===== config.mk =====
export PLATFORM = sky130hd
export DESIGN_NAME = bp_update_arbiter_flat
export DESIGN_NICKNAME = d
export VERILOG_FILES = /design/src/rtl/bp_update_arbiter_pkg.sv /design/src/rtl/bp_update_arbiter_if.sv /design/src/rtl/bp_update_fifo.sv /design/src/rtl/bp_update_arbiter.sv /design/src/flat_wrapper.sv
export SDC_FILE = /design/constraint.sdc
export NUM_CORES = 1
export LEC_CHECK = 0
export CORE_MARGIN = 8
export CORE_UTILIZATION = 36
export CTS_BUF_LIST = sky130_fd_sc_hd__clkbuf_4 sky130_fd_sc_hd__clkbuf_8
export DETAILED_ROUTE_END_ITERATION = 7
export HOLD_SLACK_MARGIN = 0.12
export SYNTH_ARGS = -nofsm -noshare
export SYNTH_HDL_FRONTEND = slang
export SYNTH_SLANG_ARGS = --single-unit

===== constraint.sdc =====
create_clock -name clk -period 3.7 [get_ports clk]
set_clock_uncertainty 0.2 [all_clocks]
set_input_delay 0.74 -clock clk [delete_from_list [all_inputs] [get_ports clk]]
set_output_delay 0.74 -clock clk [all_outputs]
set_load 0.02 [all_outputs]

===== src/rtl/bp_update_arbiter_pkg.sv =====
// Shared types and constants for the branch-predictor update arbiter.
package bp_pkg;

    localparam int PC_W     = 14;
    localparam int BP_IDX_W = 12;
    localparam int BP_DEPTH = 4;

    // Value written into every table entry during the init sweep (weakly not-taken).
    localparam logic [1:0] BP_WEAK_NT = 2'b01;

    typedef enum logic {
        INIT = 1'b0,
        RUN  = 1'b1
    } bp_state_e;

endpackage


===== src/rtl/bp_update_arbiter_if.sv =====
// Bundle of resolved-branch inputs and predictor-table write outputs.
interface bp_update_arbiter_if #(
    parameter int IDX_W = 12
);
    import bp_pkg::*;

    logic              br0_valid;
    logic [PC_W-1:0]   br0_pc;
    logic              br0_taken;
    logic              br1_valid;
    logic [PC_W-1:0]   br1_pc;
    logic              br1_taken;
    logic              br_ready;

    logic              tbl_we;
    logic [IDX_W-1:0]  tbl_idx;
    logic              tbl_init;
    logic              tbl_taken;
    logic              init_done;
    logic              err_drop;

    // Branch-resolution side: presents updates, observes table writes.
    modport master (
        output br0_valid, br0_pc, br0_taken,
        output br1_valid, br1_pc, br1_taken,
        input  br_ready,
        input  tbl_we, tbl_idx, tbl_init, tbl_taken,
        input  init_done, err_drop
    );

    // Arbiter side.
    modport slave (
        input  br0_valid, br0_pc, br0_taken,
        input  br1_valid, br1_pc, br1_taken,
        output br_ready,
        output tbl_we, tbl_idx, tbl_init, tbl_taken,
        output init_done, err_drop
    );

endinterface


===== src/rtl/bp_update_fifo.sv =====
// Two-write / one-read update FIFO. Write port 0 lands ahead of write port 1
// when both fire in the same cycle. Storage is not reset; only pointers and
// count are, so the head is meaningful only while count is non-zero.
module bp_update_fifo #(
    parameter int W     = 13,
    parameter int DEPTH = 4
) (
    input  logic                       clk,
    input  logic                       rst,
    input  logic                       wr0_en,
    input  logic [W-1:0]               wr0_data,
    input  logic                       wr1_en,
    input  logic [W-1:0]               wr1_data,
    input  logic                       rd_en,
    output logic [W-1:0]               head,
    output logic [$clog2(DEPTH):0]     count
);
    localparam int PTR_W = $clog2(DEPTH);
    localparam int CNT_W = PTR_W + 1;

    logic [W-1:0]     mem [DEPTH];
    logic [PTR_W-1:0] wptr;
    logic [PTR_W-1:0] wptr1;
    logic [PTR_W-1:0] rptr;
    logic             rd_ok;

    // Lane 1 goes into the slot after lane 0 only if lane 0 actually wrote.
    assign wptr1 = wptr + PTR_W'(wr0_en);
    assign rd_ok = rd_en && (count != '0);
    assign head  = mem[rptr];

    // Entry storage; pointers wrap naturally because DEPTH is a power of two.
    always_ff @(posedge clk) begin
        if (wr0_en) mem[wptr]  <= wr0_data;
        if (wr1_en) mem[wptr1] <= wr1_data;
    end

    // Pointer and occupancy bookkeeping.
    always_ff @(posedge clk or negedge rst) begin
        if (!rst) begin
            wptr  <= '0;
            rptr  <= '0;
            count <= '0;
        end else begin
            wptr  <= wptr + PTR_W'(wr0_en) + PTR_W'(wr1_en);
            rptr  <= rptr + PTR_W'(rd_ok);
            count <= count + CNT_W'(wr0_en) + CNT_W'(wr1_en) - CNT_W'(rd_ok);
        end
    end

endmodule


===== src/rtl/bp_update_arbiter.sv =====
// Branch-predictor update arbiter: sweeps the table to weakly-not-taken after
// reset, then funnels up to two resolved branches per cycle through a small
// FIFO into a single table write port. Lost updates raise a sticky error.
module bp_update_arbiter
    import bp_pkg::*;
#(
    parameter int IDX_W = BP_IDX_W,
    parameter int DEPTH = BP_DEPTH
) (
    input  logic              clk,
    input  logic              rst,
    bp_update_arbiter_if.slave bus
);
    localparam int CNT_W = $clog2(DEPTH) + 1;
    localparam int ENT_W = IDX_W + 1;
    localparam logic [IDX_W-1:0] LAST_IDX = '1;

    bp_state_e         state;
    bp_state_e         state_nxt;
    logic [IDX_W-1:0]  sweep_idx;
    logic              err_q;
    logic [CNT_W-1:0]  count;
    logic [ENT_W-1:0]  head;
    logic [IDX_W-1:0]  idx0;
    logic [IDX_W-1:0]  idx1;
    logic              br_ready;
    logic              enq0;
    logic              enq1;
    logic              deq;
    logic              drop;
    logic              tbl_we;
    logic [IDX_W-1:0]  tbl_idx;
    logic              tbl_init;
    logic              tbl_taken;
    logic              unused_pc_bits;

    // Word-aligned PC bits select the entry; upper bits simply alias.
    assign idx0 = bus.br0_pc[IDX_W+1:2];
    assign idx1 = bus.br1_pc[IDX_W+1:2];
    assign unused_pc_bits = ^{bus.br0_pc, bus.br1_pc};

    assign enq0 = bus.br0_valid && br_ready;
    assign enq1 = bus.br1_valid && br_ready;
    assign drop = (bus.br0_valid || bus.br1_valid) && !br_ready;
    assign deq  = (state == RUN) && (count != '0);

    bp_update_fifo #(
        .W     (ENT_W),
        .DEPTH (DEPTH)
    ) u_fifo (
        .clk      (clk),
        .rst      (rst),
        .wr0_en   (enq0),
        .wr0_data ({idx0, bus.br0_taken}),
        .wr1_en   (enq1),
        .wr1_data ({idx1, bus.br1_taken}),
        .rd_en    (deq),
        .head     (head),
        .count    (count)
    );

    // State register.
    always_ff @(posedge clk or negedge rst) begin
        if (!rst) state <= INIT;
        else      state <= state_nxt;
    end

    // Leave INIT once the last table index has been written.
    always_comb begin
        state_nxt = state;
        if (state == INIT && sweep_idx == LAST_IDX) state_nxt = RUN;
    end

    // Init sweep index, one entry per cycle while in INIT.
    always_ff @(posedge clk or negedge rst) begin
        if (!rst)                sweep_idx <= '0;
        else if (state == INIT)  sweep_idx <= sweep_idx + IDX_W'(1);
    end

    // Sticky record of any update offered while the arbiter could not take it.
    always_ff @(posedge clk or negedge rst) begin
        if (!rst)      err_q <= 1'b0;
        else if (drop) err_q <= 1'b1;
    end

    // Table port and ready: sweep in INIT, FIFO head in RUN, quiet in reset.
    always_comb begin
        br_ready  = 1'b0;
        tbl_we    = 1'b0;
        tbl_init  = 1'b0;
        tbl_idx   = '0;
        tbl_taken = 1'b0;
        if (rst) begin
            if (state == INIT) begin
                tbl_we   = 1'b1;
                tbl_init = 1'b1;
                tbl_idx  = sweep_idx;
            end else begin
                // Need room for two entries regardless of this cycle's dequeue.
                br_ready  = (count <= CNT_W'(DEPTH - 2));
                tbl_we    = (count != '0);
                tbl_idx   = head[ENT_W-1:1];
                tbl_taken = head[0];
            end
        end
    end

    assign bus.br_ready  = br_ready;
    assign bus.tbl_we    = tbl_we;
    assign bus.tbl_idx   = tbl_idx;
    assign bus.tbl_init  = tbl_init;
    assign bus.tbl_taken = tbl_taken;
    assign bus.init_done = (state == RUN);
    assign bus.err_drop  = err_q;

endmodule


===== src/flat_wrapper.sv =====
// flat-port wrapper written by rule: the top's interface ports become plain ports
module bp_update_arbiter_flat import bp_pkg::*;
#(
    parameter int IDX_W = BP_IDX_W,
    parameter int DEPTH = BP_DEPTH
)
  (clk, rst, bus_br0_valid, bus_br0_pc, bus_br0_taken, bus_br1_valid, bus_br1_pc, bus_br1_taken, bus_br_ready, bus_tbl_we, bus_tbl_idx, bus_tbl_init, bus_tbl_taken, bus_init_done, bus_err_drop);
  bp_update_arbiter_if #(.IDX_W(IDX_W)) bus_i ();
  input  logic clk;
  input  logic rst;
  input wire logic [$bits(bus_i.br0_valid)-1:0] bus_br0_valid;
  input wire logic [$bits(bus_i.br0_pc)-1:0] bus_br0_pc;
  input wire logic [$bits(bus_i.br0_taken)-1:0] bus_br0_taken;
  input wire logic [$bits(bus_i.br1_valid)-1:0] bus_br1_valid;
  input wire logic [$bits(bus_i.br1_pc)-1:0] bus_br1_pc;
  input wire logic [$bits(bus_i.br1_taken)-1:0] bus_br1_taken;
  output wire logic [$bits(bus_i.br_ready)-1:0] bus_br_ready;
  output wire logic [$bits(bus_i.tbl_we)-1:0] bus_tbl_we;
  output wire logic [$bits(bus_i.tbl_idx)-1:0] bus_tbl_idx;
  output wire logic [$bits(bus_i.tbl_init)-1:0] bus_tbl_init;
  output wire logic [$bits(bus_i.tbl_taken)-1:0] bus_tbl_taken;
  output wire logic [$bits(bus_i.init_done)-1:0] bus_init_done;
  output wire logic [$bits(bus_i.err_drop)-1:0] bus_err_drop;
  assign bus_i.br0_valid = bus_br0_valid;
  assign bus_i.br0_pc = bus_br0_pc;
  assign bus_i.br0_taken = bus_br0_taken;
  assign bus_i.br1_valid = bus_br1_valid;
  assign bus_i.br1_pc = bus_br1_pc;
  assign bus_i.br1_taken = bus_br1_taken;
  assign bus_br_ready = bus_i.br_ready;
  assign bus_tbl_we = bus_i.tbl_we;
  assign bus_tbl_idx = bus_i.tbl_idx;
  assign bus_tbl_init = bus_i.tbl_init;
  assign bus_tbl_taken = bus_i.tbl_taken;
  assign bus_init_done = bus_i.init_done;
  assign bus_err_drop = bus_i.err_drop;
  bp_update_arbiter #(.IDX_W(IDX_W), .DEPTH(DEPTH)) u_core (.clk(clk), .rst(rst), .bus(bus_i));
endmodule

Word level (Yosys, flattened, before mapping)

Memories as Yosys holds them, arrays and structs flattened.
Cells that the tools add are included.

Input port bits: 34
RAM bits: 52
Word-level logic and storage cells: 40
Memories: 1
Latch bits: 0
Output and inout port bits: 18
Register bits after elaboration: 21
ROM bits: 0

Memory list:

| name              | words | width | rd ports | clocked after Yosys merged registers in | wr ports | line                 | source |
|---|---|---|---|---|---|---|---|
| u_core.u_fifo.mem | 4     | 13    | 1        | 0                                       | 2        | bp_update_fifo.sv:21 | `logic [W-1:0] mem [DEPTH];` |

Order comparisons: 1
Equal/unequal tests: 1
Mux-type cells: 14
Add/subtract/negate cells: 7
$mul: 0
Shifts and indexed selects: 0
Divide/modulo/power cells: 0
Reductions and logical operators: 9
Bitwise logic cells: 1

Operators with widths:

| operator              | count |
|---|---|
| $mux 12               | 2 |
| $add 12x1->12 const B | 1 |
| $eq 12x12->1 const B  | 1 |
| $mux 1                | 12 |
| $add 2x1->2           | 3 |
| $add 3x1->3           | 2 |
| $logic_and 1x1->1     | 6 |
| $le 3x2->1 const B    | 1 |
| $reduce_bool 3->1     | 1 |
| $sub 3x1->3           | 1 |
| $logic_not 1->1       | 1 |
| $logic_or 1x1->1      | 1 |
| $not 1->1             | 1 |

Longest topological paths before layout

Word-level depth: 7
Depth in mapped cells: 10
Gate-level depth less buffers: 10

Modules after synthesis

From an unflattened synthesis, not the netlist that was laid out.

Cells, all modules: 247
Area, all modules: 3,910.0 um^2

Modules (own cells, without submodules):

| module            | seq. area each (um^2) | cells each | area an instance (um^2) | times used |
|---|---|---|---|---|
| bp_update_fifo    | 1,736.7               | 160        | 3,009.1                 | 1 |
| bp_update_arbiter | 350.3                 | 87         | 900.9                   | 1 |

Least setup slack after synthesis

OpenSTA, ideal clock, no wires.

Path kind: input port to flip-flop
Start point: input rst
End point: memory u_core.u_fifo.mem[1][0] (enable)
Path buffers: 0
Library setup time: 0.387 ns
Arrival: 2.906 ns
Required time: 3.113 ns
Cell stages on the path: 8
Path slack: 0.207 ns
Cell sequence: and2_1 -> o21ai_0 -> inv_1 -> and2_1 -> ha_1 -> xnor2_2 -> nand3_1 -> a21oi_1

RTL lines:

| item            | line                 | source |
|---|---|---|
| start, declared | flat_wrapper.sv:10   | `input logic rst;` |
| end, declared   | bp_update_fifo.sv:21 |  |

Worst setup path after layout

Start point: input rst
End point: output bus_tbl_idx[11]

Longest elaborated chain between the ends: 1

RTL lines:

| item          | line                    | source |
|---|---|---|
| $mux 12       | bp_update_arbiter.sv:93 | `if (rst) begin` |
| end, declared | flat_wrapper.sv:19      | `output wire logic [$bits(bus_i.tbl_idx)-1:0] bus_tbl_idx;` |

Every way passes these cells.

==> impl_metrics.tcl <==
set metrics [dict create \
    peakVddDrop_uv 181 \
    synth_area_mm2 0.00391 \
    worstSkewPairLatency_ns 0.34 \
    p_int_w 0.00126 \
    grt_use_total 0.121 \
    tritoncts "built" \
    antenna_cells 0 \
    fmax_ghz 0.295 \
    hold_end "u_core.bus.err_drop$_DFFE_PN0P_" \
    final_hold_viol_count 0 \
    die_area_mm2 0.0145 \
    reg2reg_depth 10 \
    cts.path.max_buffers 2 \
    grt_max_degree 37 \
    synth_top_area_share 0.399 \
    num_vias 2322 \
    num-fill-cells 979 \
    syn-num-nets 306 \
    worstSetupStartpointType "primary input" \
    min_period_ns 3.39 \
    worstPathArrival_ns 2.45 \
    synth_largest_area_cell "edfxtp_1" \
    antenna_left 0 \
    max_cap_viol_count 0 \
    maxSlewViolCount 0 \
    synth_sequential_area_ratio 0.533 \
    swShare 0.219 \
    cts_buffers 9 \
    ios 52 \
    die_h_um 120 \
    grt_pass1_wl_um 13500 \
    ys_top_cells_by_area "edfxtp_1, dfrtp_1, mux2_2, mux2_4, mux4_2" \
    r2r_setup_slack_ns 0.60 \
    run_status "complete, no violations" \
    antenna_found_initial 0 \
    finalCritPeriodShare 0.915 \
    wl_per_cell_um 17.6 \
    die_w_um 120 \
    layout.nets 367 \
    wl_um 8270 \
    synth_cell_types 41 \
    pwr-share-clk 0.393 \
    grt.overflow.total 0 \
    via_per_inst 4.94 \
    seq_area_mm2 0.00209 \
    r2r-end "u_core.u_fifo.mem[2][1]$_DFFE_PP_" \
    core_mm2 0.0107 \
    p_comb_frac 0.062 \
    ys_ff_latch 73 \
    fin_util 0.452 \
    final_common_cell "edfxtp_1" \
    multiInputGateArea_mm2 0.00174 \
    cts_num_sinks 73 \
    worst-setup-path-type "primary input to output port" \
    seqPwrFrac 0.545 \
    layout_common_cells "edfxtp_1, clkdlybuf4s50_1, mux2_2" \
    initialDrtViolationCount 117 \
    syn2layout_area_growth_pct 24.0 \
    hold_depth 1 \
    critPathRequiredTime_ns 2.76 \
    cp-end-kind "output port" \
    fin_setup_tns_ns 0 \
    clk_pin_slew_ns 0.08 \
    hold_slack_ns 0.295 \
    ctsRootBufferMaster "clkbuf_8" \
    crit_fanout 36 \
    io_buffers 47 \
    hold_start "u_core.bus.err_drop$_DFFE_PN0P_" \
    ys_warn_count 0 \
    r2r-start "u_core.u_fifo.count[1]$_DFF_PN0_" \
    row_count 38 \
    worstHoldPathType "flip-flop to flip-flop" \
    rsz0062_at_grt "no" \
    dpl.hpwl_um 5680 \
    p_sw_w 0.000352 \
    power.total_w 0.00161 \
    drt_pass1_iterations 4 \
    tightest_slew_ns 0.447 \
    gp_congestion 0.740 \
    start_util 0.364 \
    grt_pass1_vias 2582 \
    avgSynthCellArea_um2 14.8 \
    finalSetupViolations 0 \
    drive_gt1_frac 0.312 \
    maxSlewHeadroom 0.701 \
    p_per_area_mw_per_mm2 331 \
    drcViolationCount 0 \
    htree_levels 3 \
    post_cts_resized 0 \
    cts_setup_buffers 0 \
    holdBufCountCts 0 \
    power.leakage_nw 1.89 \
    syn_inst 264 \
]
## routing by layer
metal	wire length [um]	vias up	track usage
met5	0	-	0
met4	156	0	0.0531
met3	360	14	0.0289
met1	3670	1139	0.145
li1	-	1119	-
met2	4080	50	0.205
## worst max path at each step
stage	from	end	slack [ns]	cells after the start
after global placement	rst	u_core.u_fifo.mem[2][12]$_DFFE_PP_	0.10	10
after floorplan	rst	u_core.u_fifo.mem[1][0]$_DFFE_PP_	0.21	8
final	rst	bus_tbl_idx[11]	0.31	5
after detailed placement	rst	u_core.u_fifo.mem[2][1]$_DFFE_PP_	0.07	10
after global routing	rst	bus_tbl_idx[11]	0.15	5
after CTS	rst	bus_tbl_idx[11]	0.28	5
## worst max-delay path, cell delays in order
cell and delay (ns):
clkdlybuf4s50_1 0.53, buf_12 0.22, nor2b_1 0.20, a22o_1 0.16
clkdlybuf4s50_1 0.60
## layout make-up
type | count | share of cell area
clock inverter | 7 | 0.0160
clock buffer | 9 | 0.0255
timing repair buffer | 62 | 0.130
inverter | 5 | 0.00387
tap | 140 | 0.0361
sequential | 73 | 0.430
multi-input combinational | 174 | 0.358
## state kept, by name, indices dropped and copies added (netlist names)
name,count
u_core.bus.init_done,1
u_core.u_fifo.mem,52
u_core.sweep_idx,12
u_core.u_fifo.wptr,2
u_core.u_fifo.rptr,2
u_core.u_fifo.count,3
u_core.bus.err_drop,1
## cell families (layout without fill, tap and decap cells)
kind of cell | count (synthesis) | after routing | share of synthesized area
multiplexers | 66 | 66 | 0.246
AO/OA/AOI/OAI | 13 | 13 | 0.0278
flip-flops | 73 | 73 | 0.533
XOR/XNOR | 16 | 16 | 0.0396
AND/OR/NAND/NOR | 71 | 71 | 0.101
adder cells (fa/ha/maj) | 8 | 8 | 0.0294
buffers and inverters | 17 | 83 | 0.0224
## synth_stat cells, drive strengths merged
master	instances
mux2	53
edfxtp	52
nand2	27
dfrtp	21
mux4	13
nand3b	13
xnor2	9
xor2	7
buf	6
clkbuf	6
ha	6
inv	5
nand3	5
a21oi	4
and2	4
nor2	4
o211ai	4
nor2b	3
nor3	3
and4	2
and4b	2
fa	2
nand4	2
nor3b	2
a21boi	1
a22o	1
a41o	1
and3	1
nand2b	1
nand4b	1
nor4	1
o21ai	1
o21bai	1
## power groups by stage
stage	combinational, W	sequential [W]	clock (W)
6_report	0.000100	0.000876	0.000632
5_1_grt	0.000109	0.000876	0.000681
4_1_cts	0.000102	0.000876	0.000646
3_5_place_dp	0.000101	0.000894	0
3_3_place_gp	0.0000992	0.000894	0
2_1_floorplan	0.0000405	0.000894	0
## through the flow
stage | instances | worst slack, ns | area [um2]
floorplan | 264 | 0.207 | 3910
global placement | 454 | 0.102 | 4650
detailed placement | 454 | 0.0654 | 4650
CTS | 470 | 0.280 | 4850
global route | 470 | 0.154 | 4850
finish | 470 | 0.314 | 4850
(Power assumes the default switching activity.)
